## src/rtl/mem_arb_pkg.sv

```systemverilog
// Shared types and constants for the two-port memory arbiter.
// The optional round-robin grant policy is selected by the ARB_ROUND_ROBIN_EN macro.
package mem_arb_pkg;

    typedef enum logic [1:0] {
        IDLE   = 2'd0,
        ACCESS = 2'd1,
        RESP   = 2'd2
    } state_e;

    typedef enum logic {
        OWN_CPU = 1'b0,
        OWN_DMA = 1'b1
    } owner_e;

    // Legal wait-cycle range; the counter is sized for the upper bound.
    localparam int unsigned WAIT_MIN = 32'd1;
    localparam int unsigned WAIT_MAX = 32'd15;
    localparam int          CNT_W    = 32'd4;

    function automatic bit wait_cycles_ok(input int unsigned wait_cycles);
        return (wait_cycles >= WAIT_MIN) && (wait_cycles <= WAIT_MAX);
    endfunction

    // Counter load value; out-of-range settings are clamped into the legal range.
    function automatic logic [CNT_W-1:0] cnt_load(input int unsigned wait_cycles);
        logic [CNT_W-1:0] load_v;
        if (wait_cycles_ok(wait_cycles)) begin
            load_v = CNT_W'(wait_cycles - 32'd1);
        end else if (wait_cycles < WAIT_MIN) begin
            load_v = {CNT_W{1'b0}};
        end else begin
            load_v = CNT_W'(WAIT_MAX - 32'd1);
        end
        return load_v;
    endfunction

endpackage

```

## src/rtl/mem_arbiter_if.sv

```systemverilog
// Bus bundle between the CPU/DMA requesters, the arbiter and the memory macro.
// slave: the arbiter's view; master: the requesters and memory model.
interface mem_arbiter_if #(
    parameter int AW = 32,
    parameter int DW = 32
);
    logic          cpu_rd;
    logic          cpu_wr;
    logic [AW-1:0] cpu_addr;
    logic [DW-1:0] cpu_wdata;
    logic [DW-1:0] cpu_rdata;
    logic          cpu_stall;
    logic          dma_req;
    logic          dma_we;
    logic [AW-1:0] dma_addr;
    logic [DW-1:0] dma_wdata;
    logic [DW-1:0] dma_rdata;
    logic          dma_ack;
    logic          mem_en;
    logic          mem_we;
    logic [AW-1:0] mem_addr;
    logic [DW-1:0] mem_wdata;
    logic [DW-1:0] mem_rdata;

    modport slave (
        input  cpu_rd, cpu_wr, cpu_addr, cpu_wdata,
        input  dma_req, dma_we, dma_addr, dma_wdata,
        input  mem_rdata,
        output cpu_rdata, cpu_stall, dma_rdata, dma_ack,
        output mem_en, mem_we, mem_addr, mem_wdata
    );

    modport master (
        output cpu_rd, cpu_wr, cpu_addr, cpu_wdata,
        output dma_req, dma_we, dma_addr, dma_wdata,
        output mem_rdata,
        input  cpu_rdata, cpu_stall, dma_rdata, dma_ack,
        input  mem_en, mem_we, mem_addr, mem_wdata
    );
endinterface

```

## src/rtl/mem_arb_pick.sv

```systemverilog
// Grant selection between CPU and DMA requests.
// ARB_ROUND_ROBIN_EN undefined: CPU has fixed priority.
// ARB_ROUND_ROBIN_EN defined: on conflict, the port not served last wins.
module mem_arb_pick
    import mem_arb_pkg::*;
(
    input  logic   cpu_req,
    input  logic   dma_req,
    input  owner_e last_owner,
    output logic   grant_valid,
    output owner_e grant_owner
);

    // Choose which requester gets the next access
    always_comb begin
        grant_valid = cpu_req | dma_req;
        grant_owner = OWN_CPU;
`ifdef ARB_ROUND_ROBIN_EN
        if (cpu_req && dma_req) begin
            grant_owner = (last_owner == OWN_CPU) ? OWN_DMA : OWN_CPU;
        end else if (dma_req) begin
            grant_owner = OWN_DMA;
        end else begin
            grant_owner = OWN_CPU;
        end
`else
        if (cpu_req) begin
            grant_owner = OWN_CPU;
        end else if (dma_req) begin
            grant_owner = OWN_DMA;
        end else begin
            grant_owner = OWN_CPU;
        end
`endif
    end

`ifndef ARB_ROUND_ROBIN_EN
    // Fixed priority ignores the service history.
    logic last_owner_unused_s;
    assign last_owner_unused_s = last_owner;
`endif

endmodule

```

## src/rtl/mem_arbiter.sv

```systemverilog
// Shares one memory port between the CPU control unit and a DMA/loader port.
// Each grant runs WAIT_CYCLES access cycles followed by a one-cycle response.
// Grant policy: fixed CPU priority, or round-robin when ARB_ROUND_ROBIN_EN is defined.
module mem_arbiter
    import mem_arb_pkg::*;
#(
    parameter int          AW          = 32,
    parameter int          DW          = 32,
    parameter int unsigned WAIT_CYCLES = 32'd2
) (
    input logic           clk,
    input logic           rst_n,
    mem_arbiter_if.slave  bus
);

    localparam logic [CNT_W-1:0] CNT_LOAD = cnt_load(WAIT_CYCLES);

    state_e           state_r, state_nxt_s;
    owner_e           owner_r, owner_nxt_s;
    owner_e           last_owner_r, last_owner_nxt_s;
    owner_e           grant_owner_s;
    logic             grant_valid_s;
    logic             cpu_req_s;
    logic [CNT_W-1:0] cnt_r, cnt_nxt_s;
    logic [AW-1:0]    addr_r, addr_nxt_s;
    logic [DW-1:0]    wdata_r, wdata_nxt_s;
    logic             we_r, we_nxt_s;
    logic [DW-1:0]    cpu_rdata_r, cpu_rdata_nxt_s;
    logic [DW-1:0]    dma_rdata_r, dma_rdata_nxt_s;
    logic             mem_en_r, mem_en_nxt_s;
    logic             mem_we_r, mem_we_nxt_s;
    logic             dma_ack_r, dma_ack_nxt_s;

    assign cpu_req_s = bus.cpu_rd | bus.cpu_wr;

    mem_arb_pick u_pick (
        .cpu_req     (cpu_req_s),
        .dma_req     (bus.dma_req),
        .last_owner  (last_owner_r),
        .grant_valid (grant_valid_s),
        .grant_owner (grant_owner_s)
    );

    // Next state, access latches and response registers
    always_comb begin
        state_nxt_s      = state_r;
        owner_nxt_s      = owner_r;
        last_owner_nxt_s = last_owner_r;
        cnt_nxt_s        = cnt_r;
        addr_nxt_s       = addr_r;
        wdata_nxt_s      = wdata_r;
        we_nxt_s         = we_r;
        cpu_rdata_nxt_s  = cpu_rdata_r;
        dma_rdata_nxt_s  = dma_rdata_r;
        mem_en_nxt_s     = 1'b0;
        mem_we_nxt_s     = 1'b0;
        dma_ack_nxt_s    = 1'b0;
        case (state_r)
            IDLE: begin
                if (grant_valid_s) begin
                    owner_nxt_s      = grant_owner_s;
                    last_owner_nxt_s = grant_owner_s;
                    if (grant_owner_s == OWN_DMA) begin
                        addr_nxt_s  = bus.dma_addr;
                        wdata_nxt_s = bus.dma_wdata;
                        we_nxt_s    = bus.dma_we;
                    end else begin
                        addr_nxt_s  = bus.cpu_addr;
                        wdata_nxt_s = bus.cpu_wdata;
                        we_nxt_s    = bus.cpu_wr;
                    end
                    cnt_nxt_s    = CNT_LOAD;
                    state_nxt_s  = ACCESS;
                    mem_en_nxt_s = 1'b1;
                    mem_we_nxt_s = we_nxt_s;
                end else begin
                    state_nxt_s = IDLE;
                end
            end
            ACCESS: begin
                if (cnt_r == {CNT_W{1'b0}}) begin
                    // Last wait cycle: read data is valid now.
                    if (!we_r && (owner_r == OWN_CPU)) begin
                        cpu_rdata_nxt_s = bus.mem_rdata;
                    end else if (!we_r) begin
                        dma_rdata_nxt_s = bus.mem_rdata;
                    end else begin
                        cpu_rdata_nxt_s = cpu_rdata_r;
                    end
                    dma_ack_nxt_s = (owner_r == OWN_DMA);
                    state_nxt_s   = RESP;
                end else begin
                    cnt_nxt_s    = cnt_r - 4'd1;
                    mem_en_nxt_s = 1'b1;
                    mem_we_nxt_s = we_r;
                end
            end
            RESP: begin
                state_nxt_s = IDLE;
            end
            default: begin
                state_nxt_s = IDLE;
            end
        endcase
    end

    // Sequencer state, owner and wait counter
    always_ff @(posedge clk or negedge rst_n) begin
        if (!rst_n) begin
            state_r      <= IDLE;
            owner_r      <= OWN_CPU;
            last_owner_r <= OWN_DMA;
            cnt_r        <= {CNT_W{1'b0}};
        end else begin
            state_r      <= state_nxt_s;
            owner_r      <= owner_nxt_s;
            last_owner_r <= last_owner_nxt_s;
            cnt_r        <= cnt_nxt_s;
        end
    end

    // Access latches, read-data registers and registered memory controls
    always_ff @(posedge clk or negedge rst_n) begin
        if (!rst_n) begin
            addr_r      <= {AW{1'b0}};
            wdata_r     <= {DW{1'b0}};
            we_r        <= 1'b0;
            cpu_rdata_r <= {DW{1'b0}};
            dma_rdata_r <= {DW{1'b0}};
            mem_en_r    <= 1'b0;
            mem_we_r    <= 1'b0;
            dma_ack_r   <= 1'b0;
        end else begin
            addr_r      <= addr_nxt_s;
            wdata_r     <= wdata_nxt_s;
            we_r        <= we_nxt_s;
            cpu_rdata_r <= cpu_rdata_nxt_s;
            dma_rdata_r <= dma_rdata_nxt_s;
            mem_en_r    <= mem_en_nxt_s;
            mem_we_r    <= mem_we_nxt_s;
            dma_ack_r   <= dma_ack_nxt_s;
        end
    end

    // Stall releases only in the CPU's own response cycle.
    assign bus.cpu_stall = cpu_req_s & ~((state_r == RESP) & (owner_r == OWN_CPU));
    assign bus.cpu_rdata = cpu_rdata_r;
    assign bus.dma_rdata = dma_rdata_r;
    assign bus.dma_ack   = dma_ack_r;
    assign bus.mem_en    = mem_en_r;
    assign bus.mem_we    = mem_we_r;
    assign bus.mem_addr  = addr_r;
    assign bus.mem_wdata = wdata_r;

endmodule

```

## src/flat_wrapper.sv

```systemverilog
// flat-port wrapper written by rule: the top's interface ports become plain ports
module mem_arbiter_flat import mem_arb_pkg::*;
#(
    parameter int          AW          = 32,
    parameter int          DW          = 32,
    parameter int unsigned WAIT_CYCLES = 32'd2
)
  (clk, rst_n, bus_cpu_rd, bus_cpu_wr, bus_cpu_addr, bus_cpu_wdata, bus_dma_req, bus_dma_we, bus_dma_addr, bus_dma_wdata, bus_mem_rdata, bus_cpu_rdata, bus_cpu_stall, bus_dma_rdata, bus_dma_ack, bus_mem_en, bus_mem_we, bus_mem_addr, bus_mem_wdata);
  mem_arbiter_if #(.AW(AW), .DW(DW)) bus_i ();
  input logic clk;
  input logic rst_n;
  input wire logic [$bits(bus_i.cpu_rd)-1:0] bus_cpu_rd;
  input wire logic [$bits(bus_i.cpu_wr)-1:0] bus_cpu_wr;
  input wire logic [$bits(bus_i.cpu_addr)-1:0] bus_cpu_addr;
  input wire logic [$bits(bus_i.cpu_wdata)-1:0] bus_cpu_wdata;
  input wire logic [$bits(bus_i.dma_req)-1:0] bus_dma_req;
  input wire logic [$bits(bus_i.dma_we)-1:0] bus_dma_we;
  input wire logic [$bits(bus_i.dma_addr)-1:0] bus_dma_addr;
  input wire logic [$bits(bus_i.dma_wdata)-1:0] bus_dma_wdata;
  input wire logic [$bits(bus_i.mem_rdata)-1:0] bus_mem_rdata;
  output wire logic [$bits(bus_i.cpu_rdata)-1:0] bus_cpu_rdata;
  output wire logic [$bits(bus_i.cpu_stall)-1:0] bus_cpu_stall;
  output wire logic [$bits(bus_i.dma_rdata)-1:0] bus_dma_rdata;
  output wire logic [$bits(bus_i.dma_ack)-1:0] bus_dma_ack;
  output wire logic [$bits(bus_i.mem_en)-1:0] bus_mem_en;
  output wire logic [$bits(bus_i.mem_we)-1:0] bus_mem_we;
  output wire logic [$bits(bus_i.mem_addr)-1:0] bus_mem_addr;
  output wire logic [$bits(bus_i.mem_wdata)-1:0] bus_mem_wdata;
  assign bus_i.cpu_rd = bus_cpu_rd;
  assign bus_i.cpu_wr = bus_cpu_wr;
  assign bus_i.cpu_addr = bus_cpu_addr;
  assign bus_i.cpu_wdata = bus_cpu_wdata;
  assign bus_i.dma_req = bus_dma_req;
  assign bus_i.dma_we = bus_dma_we;
  assign bus_i.dma_addr = bus_dma_addr;
  assign bus_i.dma_wdata = bus_dma_wdata;
  assign bus_i.mem_rdata = bus_mem_rdata;
  assign bus_cpu_rdata = bus_i.cpu_rdata;
  assign bus_cpu_stall = bus_i.cpu_stall;
  assign bus_dma_rdata = bus_i.dma_rdata;
  assign bus_dma_ack = bus_i.dma_ack;
  assign bus_mem_en = bus_i.mem_en;
  assign bus_mem_we = bus_i.mem_we;
  assign bus_mem_addr = bus_i.mem_addr;
  assign bus_mem_wdata = bus_i.mem_wdata;
  mem_arbiter #(.AW(AW), .DW(DW), .WAIT_CYCLES(WAIT_CYCLES)) u_core (.clk(clk), .rst_n(rst_n), .bus(bus_i));
endmodule
```

## config.mk

```make
export PLATFORM = sky130hd
export DESIGN_NAME = mem_arbiter_flat
export DESIGN_NICKNAME = d
export VERILOG_FILES = /design/src/rtl/mem_arb_pkg.sv /design/src/rtl/mem_arbiter_if.sv /design/src/rtl/mem_arb_pick.sv /design/src/rtl/mem_arbiter.sv /design/src/flat_wrapper.sv
export SDC_FILE = /design/constraint.sdc
export NUM_CORES = 1
export LEC_CHECK = 0
export ABC_AREA = 1
export CELL_PAD_IN_SITES_DETAIL_PLACEMENT = 0
export CELL_PAD_IN_SITES_GLOBAL_PLACEMENT = 1
export CORE_UTILIZATION = 30
export DETAILED_ROUTE_END_ITERATION = 12
export PLACE_DENSITY = 0.83
export SYNTH_ARGS = -nofsm -noshare
export SYNTH_HDL_FRONTEND = slang
export SYNTH_SLANG_ARGS = --single-unit
```

## constraint.sdc

```tcl
create_clock -name clk -period 1.7 [get_ports clk]
set_clock_uncertainty 0.1 [all_clocks]
set_input_delay 0.17 -clock clk [delete_from_list [all_inputs] [get_ports clk]]
set_output_delay 0.17 -clock clk [all_outputs]
set_load 0.02 [all_outputs]
```

# ---- After elaboration in Yosys (flattened, before gate mapping)
# Cells that the tools add are included.
dict set report word_totals {
  wordCells 53
  register_bits 139
  in_bits 166
  out_inout_bits 132
}
dict set report op_classes {
  bitwise 8
  eq_ne 5
  muxes 19
  add_sub_neg 1
  reduce_logical 9
}
# cell count
set ops {}
lappend ops {{$mux W32} 2}
lappend ops {{$mux W1} 10}
lappend ops {{$mux W4} 2}
lappend ops {{$pmux W4 S2} 1}
lappend ops {{$reduce_and A3 Y1} 2}
lappend ops {{$logic_not A4 Y1} 1}
lappend ops {{$ne A2 B1 Y1 const B} 2}
lappend ops {{$not A1 Y1} 4}
lappend ops {{$pmux W1 S2} 2}
lappend ops {{$pmux W2 S2} 1}
lappend ops {{$reduce_and A4 Y1} 1}
lappend ops {{$sub A4 B1 Y4 const B} 1}
lappend ops {{$and A1 B1 Y1} 2}
lappend ops {{$eq A2 B1 Y1 const B} 1}
lappend ops {{$eq A2 B2 Y1 const B} 1}
lappend ops {{$logic_not A2 Y1} 1}
lappend ops {{$mux W2} 1}
lappend ops {{$ne A2 B2 Y1 const B} 1}
lappend ops {{$or A1 B1 Y1} 2}
lappend ops {{$reduce_and A2 Y1} 1}
lappend ops {{$reduce_bool A2 Y1} 1}
lappend ops {{$logic_and A1 B1 Y1} 1}
lappend ops {{$logic_not A1 Y1} 1}

# ---- Logic depth before layout (Yosys ltp)
dict set report depth {
  word_depth 5
  mapped_depth 9
  mapped_depth_nobuf 8
}

# ---- Hierarchy
# Synthesis repeated with hierarchy kept, for this count alone.
dict set report unflattened {
  hier_cells 719
  hier_area_um2 6035.8
}
# mod seq_area_each_um2 area_per_inst_um2 cells_per_inst instances
set by_module_without_submodules {}
lappend by_module_without_submodules {mem_arbiter 3504.6 6020.8 715 1}
lappend by_module_without_submodules {mem_arb_pick 0.0 15.0 4 1}

# ---- Worst setup path before layout
# Ideal clock, no wire load.
dict set report synth_timing {
  path_type {reg-to-reg}
  start {register u_core.cnt_r[0]}
  end {register u_core.cpu_rdata_r[10] (netlist: u_core.bus.cpu_rdata[10])}
  path_stages_with_launch 9
  synth_period_minus_slack_ps 1452
  setup_time_ps 118
  t_arrival_ps 1234
  required_ps 1482
  n_path_buf 1
  setup_slack_ps 248
  path_cell_list {dfrtp_1 -> inv_1 -> ha_1 -> nand2_2 -> nor2_4 -> nand2_4 -> buf_6 -> nand2_1 -> o21ai_2}
}
dict set report synth_between {
  elab_chain_cells 2
}
# element line
set synth_rtl {}
lappend synth_rtl {{start, declared} mem_arbiter.sv:24} ;# logic [CNT_W-1:0] cnt_r, cnt_nxt_s;
lappend synth_rtl {{start signal, assigned} mem_arbiter.sv:113} ;# cnt_r <= {CNT_W{1'b0}};
lappend synth_rtl {{start signal, assigned} mem_arbiter.sv:118} ;# cnt_r <= cnt_nxt_s;
lappend synth_rtl {{$logic_not A4 Y1} mem_arbiter.sv:81} ;# if (cnt_r == {CNT_W{1'b0}}) begin
lappend synth_rtl {{$reduce_and A3 Y1 (no source line)} n/a}
lappend synth_rtl {{end signal, assigned} mem_arbiter.sv:128} ;# cpu_rdata_r <= {DW{1'b0}};
lappend synth_rtl {{end signal, assigned} mem_arbiter.sv:137} ;# cpu_rdata_r <= cpu_rdata_nxt_s;
lappend synth_rtl {{end, declared} mem_arbiter.sv:28} ;# logic [DW-1:0] cpu_rdata_r, cpu_rdata_nxt_s;
# Every way passes these cells.
# A chain may end at the register's enable or synchronous reset.

# ---- Worst setup path in the final report
dict set report layout_timing {
  start {register u_core.wdata_r[27] (netlist: u_core.bus.mem_wdata[27])}
  end {output bus_mem_wdata[27]}
}
# element line
set layout_rtl {}
lappend layout_rtl {{start, declared} mem_arbiter.sv:26} ;# logic [DW-1:0] wdata_r, wdata_nxt_s;
lappend layout_rtl {{start signal, assigned} mem_arbiter.sv:126} ;# wdata_r <= {DW{1'b0}};
lappend layout_rtl {{start signal, assigned} mem_arbiter.sv:135} ;# wdata_r <= wdata_nxt_s;
lappend layout_rtl {{end, declared} flat_wrapper.sv:28} ;# output wire logic [$bits(bus_i.mem_wdata)-1:0] bus_mem_wdata;
# No word-level cell between the ends.

==> results by group <==
Logic synthesis
  – Yosys cell types: 23
  – Syn avg cell area: 8.37 µm²
  – Mapped cell area: 6540 µm²
  – Sequential area share after synthesis: 0.532
  – Syn nets: 950
  – Mapped Cells: 782
  – Syn. warnings: 0
  – Number of synthesized register bits: 139

Clocking
  – Clk Latency, worst-skew pair: 0.41 ns
  – H-tree depth: 4
  – Cts bufs inserted: 17
  – TritonCTS clock tree: yes
  – Root Buffer: clkbuf_16
  – CTS clk-pin slew, worst paths: 0.06 ns
  – Clock Tree Buf Depth: 2
  – Postcts setup bufs: 0
  – Clock Sinks: ~140

Routing
  – Met3 wire length: between 1000 and 1500 µm
  – WL met2: about 8600 µm
  – Via count: 5856
  – Initial drt markers: 215
  – Final WL: 18100 µm
  – Detailed-route wire length per cell: 13.1 µm
  – DRC: 0
  – DRT antenna net count: 0
  – Drt pass-1 iters: 4
  – Routed vias/inst: 4.25
  – Met1 wire length: 7740 µm
  – Uppermost routed layer: met4

Final layout
  – Commonest non-fill, non-tap cell in the layout: nand2_1
  – Antenna cell count: 0
  – Fill cells: just over 2000
  – Area grow syn2layout: 62.1%
  – Final nets: around 1300
  – Design Area, Final: 10600 µm²
  – Most frequent cells in the layout: 333 x nand2_1, 232 x clkdlybuf4s50_1, 139 x dfrtp_1, 108 x inv_1, 64 x o21ai_2
  – Layout cells sized above 1: 0.126

Placement
  – DP Wirelength: ~14000 µm
  – PortBufs: 297
  – GP Congestion: 0.778
  – Place WS: -0.156 ns
  – Placed instance area: 9870 µm²

Global routing
  – First-pass GRT wire length: 29100 µm
  – Vias in the first global route: 5780
  – GRT Total Usage: 0.168
  – Grt ovf: 0
  – Initial antenna violation count: 0
  – Pin count of the biggest net entering global routing: 65

Worst setup path
  – Critical path startpoint category: register
  – Crit. End Element: primary output
  – Crit path max-delay family: buffers and inverters
  – CP max stage delay: 0.63 ns
  – Critical-path cell list: clkdlybuf4s50_1
  – FF-to-FF End: u_core.bus.dma_rdata[2]
  – Critical path required time: 1.43 ns
  – Worst R2R Setup Slack: 0.13 ns
  – Crit-path max FO: 2
  – Critical setup path kind: reg2out
  – CP max-delay cell: clkdlybuf4s50_1
  – Reg2reg start: u_core.cnt_r[0]
  – Reg2Reg Depth: 8
  – Worst Path Arrival: between 1 and 1.5 ns
  – Buf+Inv Stages, Crit Path: 1

Die
  – Starting Density: 0.308
  – Rows: between 50 and 60
  – Die Ht: 150 µm
  – IO Count: 298
  – Die area: 22400 µm²
  – Chip width: 150 µm
  – Core area: 21200 µm²

STA
  – Fin. max-slew vios: 0
  – Slew at the pin closest to its max-slew limit: approximately 0.46 ns
  – F_max: 601 MHz
  – Final worst-path cycle share: 0.979
  – Max-slew headroom: 0.693
  – Post-route minimum period: roughly 1.7 ns
  – Setup violations, final: 0
  – Setup TNS: 0 ns
  – Fin. Hold Viols: 0
  – Final WS setup: 0.0354 ns

Power
  – Peak VDD IR: 0.753 mV
  – PD cells: 1780 nW/µm²
  – Leak pwr: ~5.6 nW

Min path
  – Worst min path class: in2async

Outcome
  – Outcome: complete, no violations

Flow run
  – Max_cap viols: 0
## per-stage QoR
step                       util  hold slack, ns  cells  total power [mW]
after floorplan               -          -0.226    782              10.8
after detailed placement  0.465          0.0419   1344              15.3
final                     0.500           0.162   1377              18.9
after global routing      0.500           0.205   1377              20.2
after global placement    0.465          0.0424   1344              15.2
after CTS                 0.494           0.159   1377              19.3
## worst max-delay path by stage
stage	cells past startpoint	slack, ns	from	end
5_1_grt	1	-0.005	u_core.bus.cpu_rdata[26]	bus_cpu_rdata[26]
6_report	1	0.04	u_core.bus.mem_wdata[27]	bus_mem_wdata[27]
3_5_place_dp	6	-0.16	bus_cpu_wr	bus_cpu_stall
2_1_floorplan	8	0.25	u_core.cnt_r[0]	u_core.bus.cpu_rdata[10]
3_3_place_gp	6	-0.16	bus_cpu_wr	bus_cpu_stall
4_1_cts	1	0.002	u_core.bus.mem_addr[20]	bus_mem_addr[20]
## cell usage after synthesis
| master | count | area share |
|---|---|---|
| buf_6 | 20 | 0.034 |
| o21ai_0 | 37 | 0.028 |
| xor2_1 | 1 | 0.0013 |
| nor3_1 | 1 | 0.00076 |
| dfrtp_1 | 139 | 0.53 |
| nor2_4 | 2 | 0.0034 |
| o31ai_1 | 1 | 0.0011 |
| nand4_1 | 1 | 0.00096 |
| nand3_1 | 2 | 0.0015 |
| a21oi_1 | 1 | 0.00076 |
| buf_2 | 9 | 0.0069 |
| inv_2 | 2 | 0.0011 |
| nor2_2 | 1 | 0.00096 |
| inv_1 | 108 | 0.062 |
| nand2_2 | 4 | 0.0038 |
| nand2_1 | 333 | 0.19 |
| o21ai_1 | 31 | 0.024 |
| buf_4 | 2 | 0.0023 |
| nor2_1 | 10 | 0.0057 |
| clkbuf_1 | 9 | 0.0052 |
| o21ai_2 | 64 | 0.086 |
| nand2_4 | 2 | 0.0034 |
| ha_1 | 2 | 0.0038 |
## repair_timing
action	4_1_cts	5_1_grt
resized for setup	21	46
pin swaps	0	0
setup endpoints to repair	18	46
hold endpoints to repair	125	0
hold buffers	1	0
## registers in the layout, summed over array words and instances, names as in the netlist
name,flops
u_core.owner_r,1
u_core.bus.mem_wdata,32
u_core.cnt_r,4
u_core.bus.dma_rdata,32
u_core.bus.cpu_rdata,32
u_core.state_r,2
u_core.we_r,1
u_core.bus.dma_ack,1
u_core.bus.mem_we,1
u_core.bus.mem_en,1
u_core.bus.mem_addr,32
## cells by family after synthesis
| family | Yosys count | share of synthesized area |
|---|---|---|
| flops | 139 | 0.532 |
| xor+xnor | 1 | 0.00134 |
| buf+inv | 150 | 0.112 |
| simple gates | 356 | 0.212 |
| compound gates | 134 | 0.140 |
| fa+ha+maj | 2 | 0.00382 |
## metal layers
metal  track usage  up-vias
met5             0        -
met4        0.0525        0
met3        0.0506       13
met2         0.281      205
met1         0.206     2642
li1              -     2996
## area by class of cell
type / instances / area, µm² / share of cell area
Sequential cell: 139 / 3480 / 0.328
Timing Repair Buffer: 328 / 3400 / 0.320
Multi-Input combinational cell: 493 / 2330 / 0.220
Clock buffer: 17 / 425 / 0.0401
Inverter: 110 / 413 / 0.0389
Tap cell: 275 / 344 / 0.0324
Clock inverter: 15 / 214 / 0.0202
## worst register-to-register path: stages, from the launching register on
cell and delay, ns:
dfrtp_1 0.38, inv_1 0.08, ha_1 0.16, nand2_2 0.09
nor2_4 0.16, nand2_4 0.07, buf_12 0.20, nand2_1 0.17
o21ai_2 0.06
## report_power, final
| group | total, mW | internal, mW | switching (mW) |
|---|---|---|---|
| Clock | 4.01 | 2.49 | 1.52 |
| Combinational | 9.12 | 4.03 | 5.08 |
| Sequential | 5.76 | 4.93 | 0.831 |
Note: power is estimated with default switching activity, not from simulation.
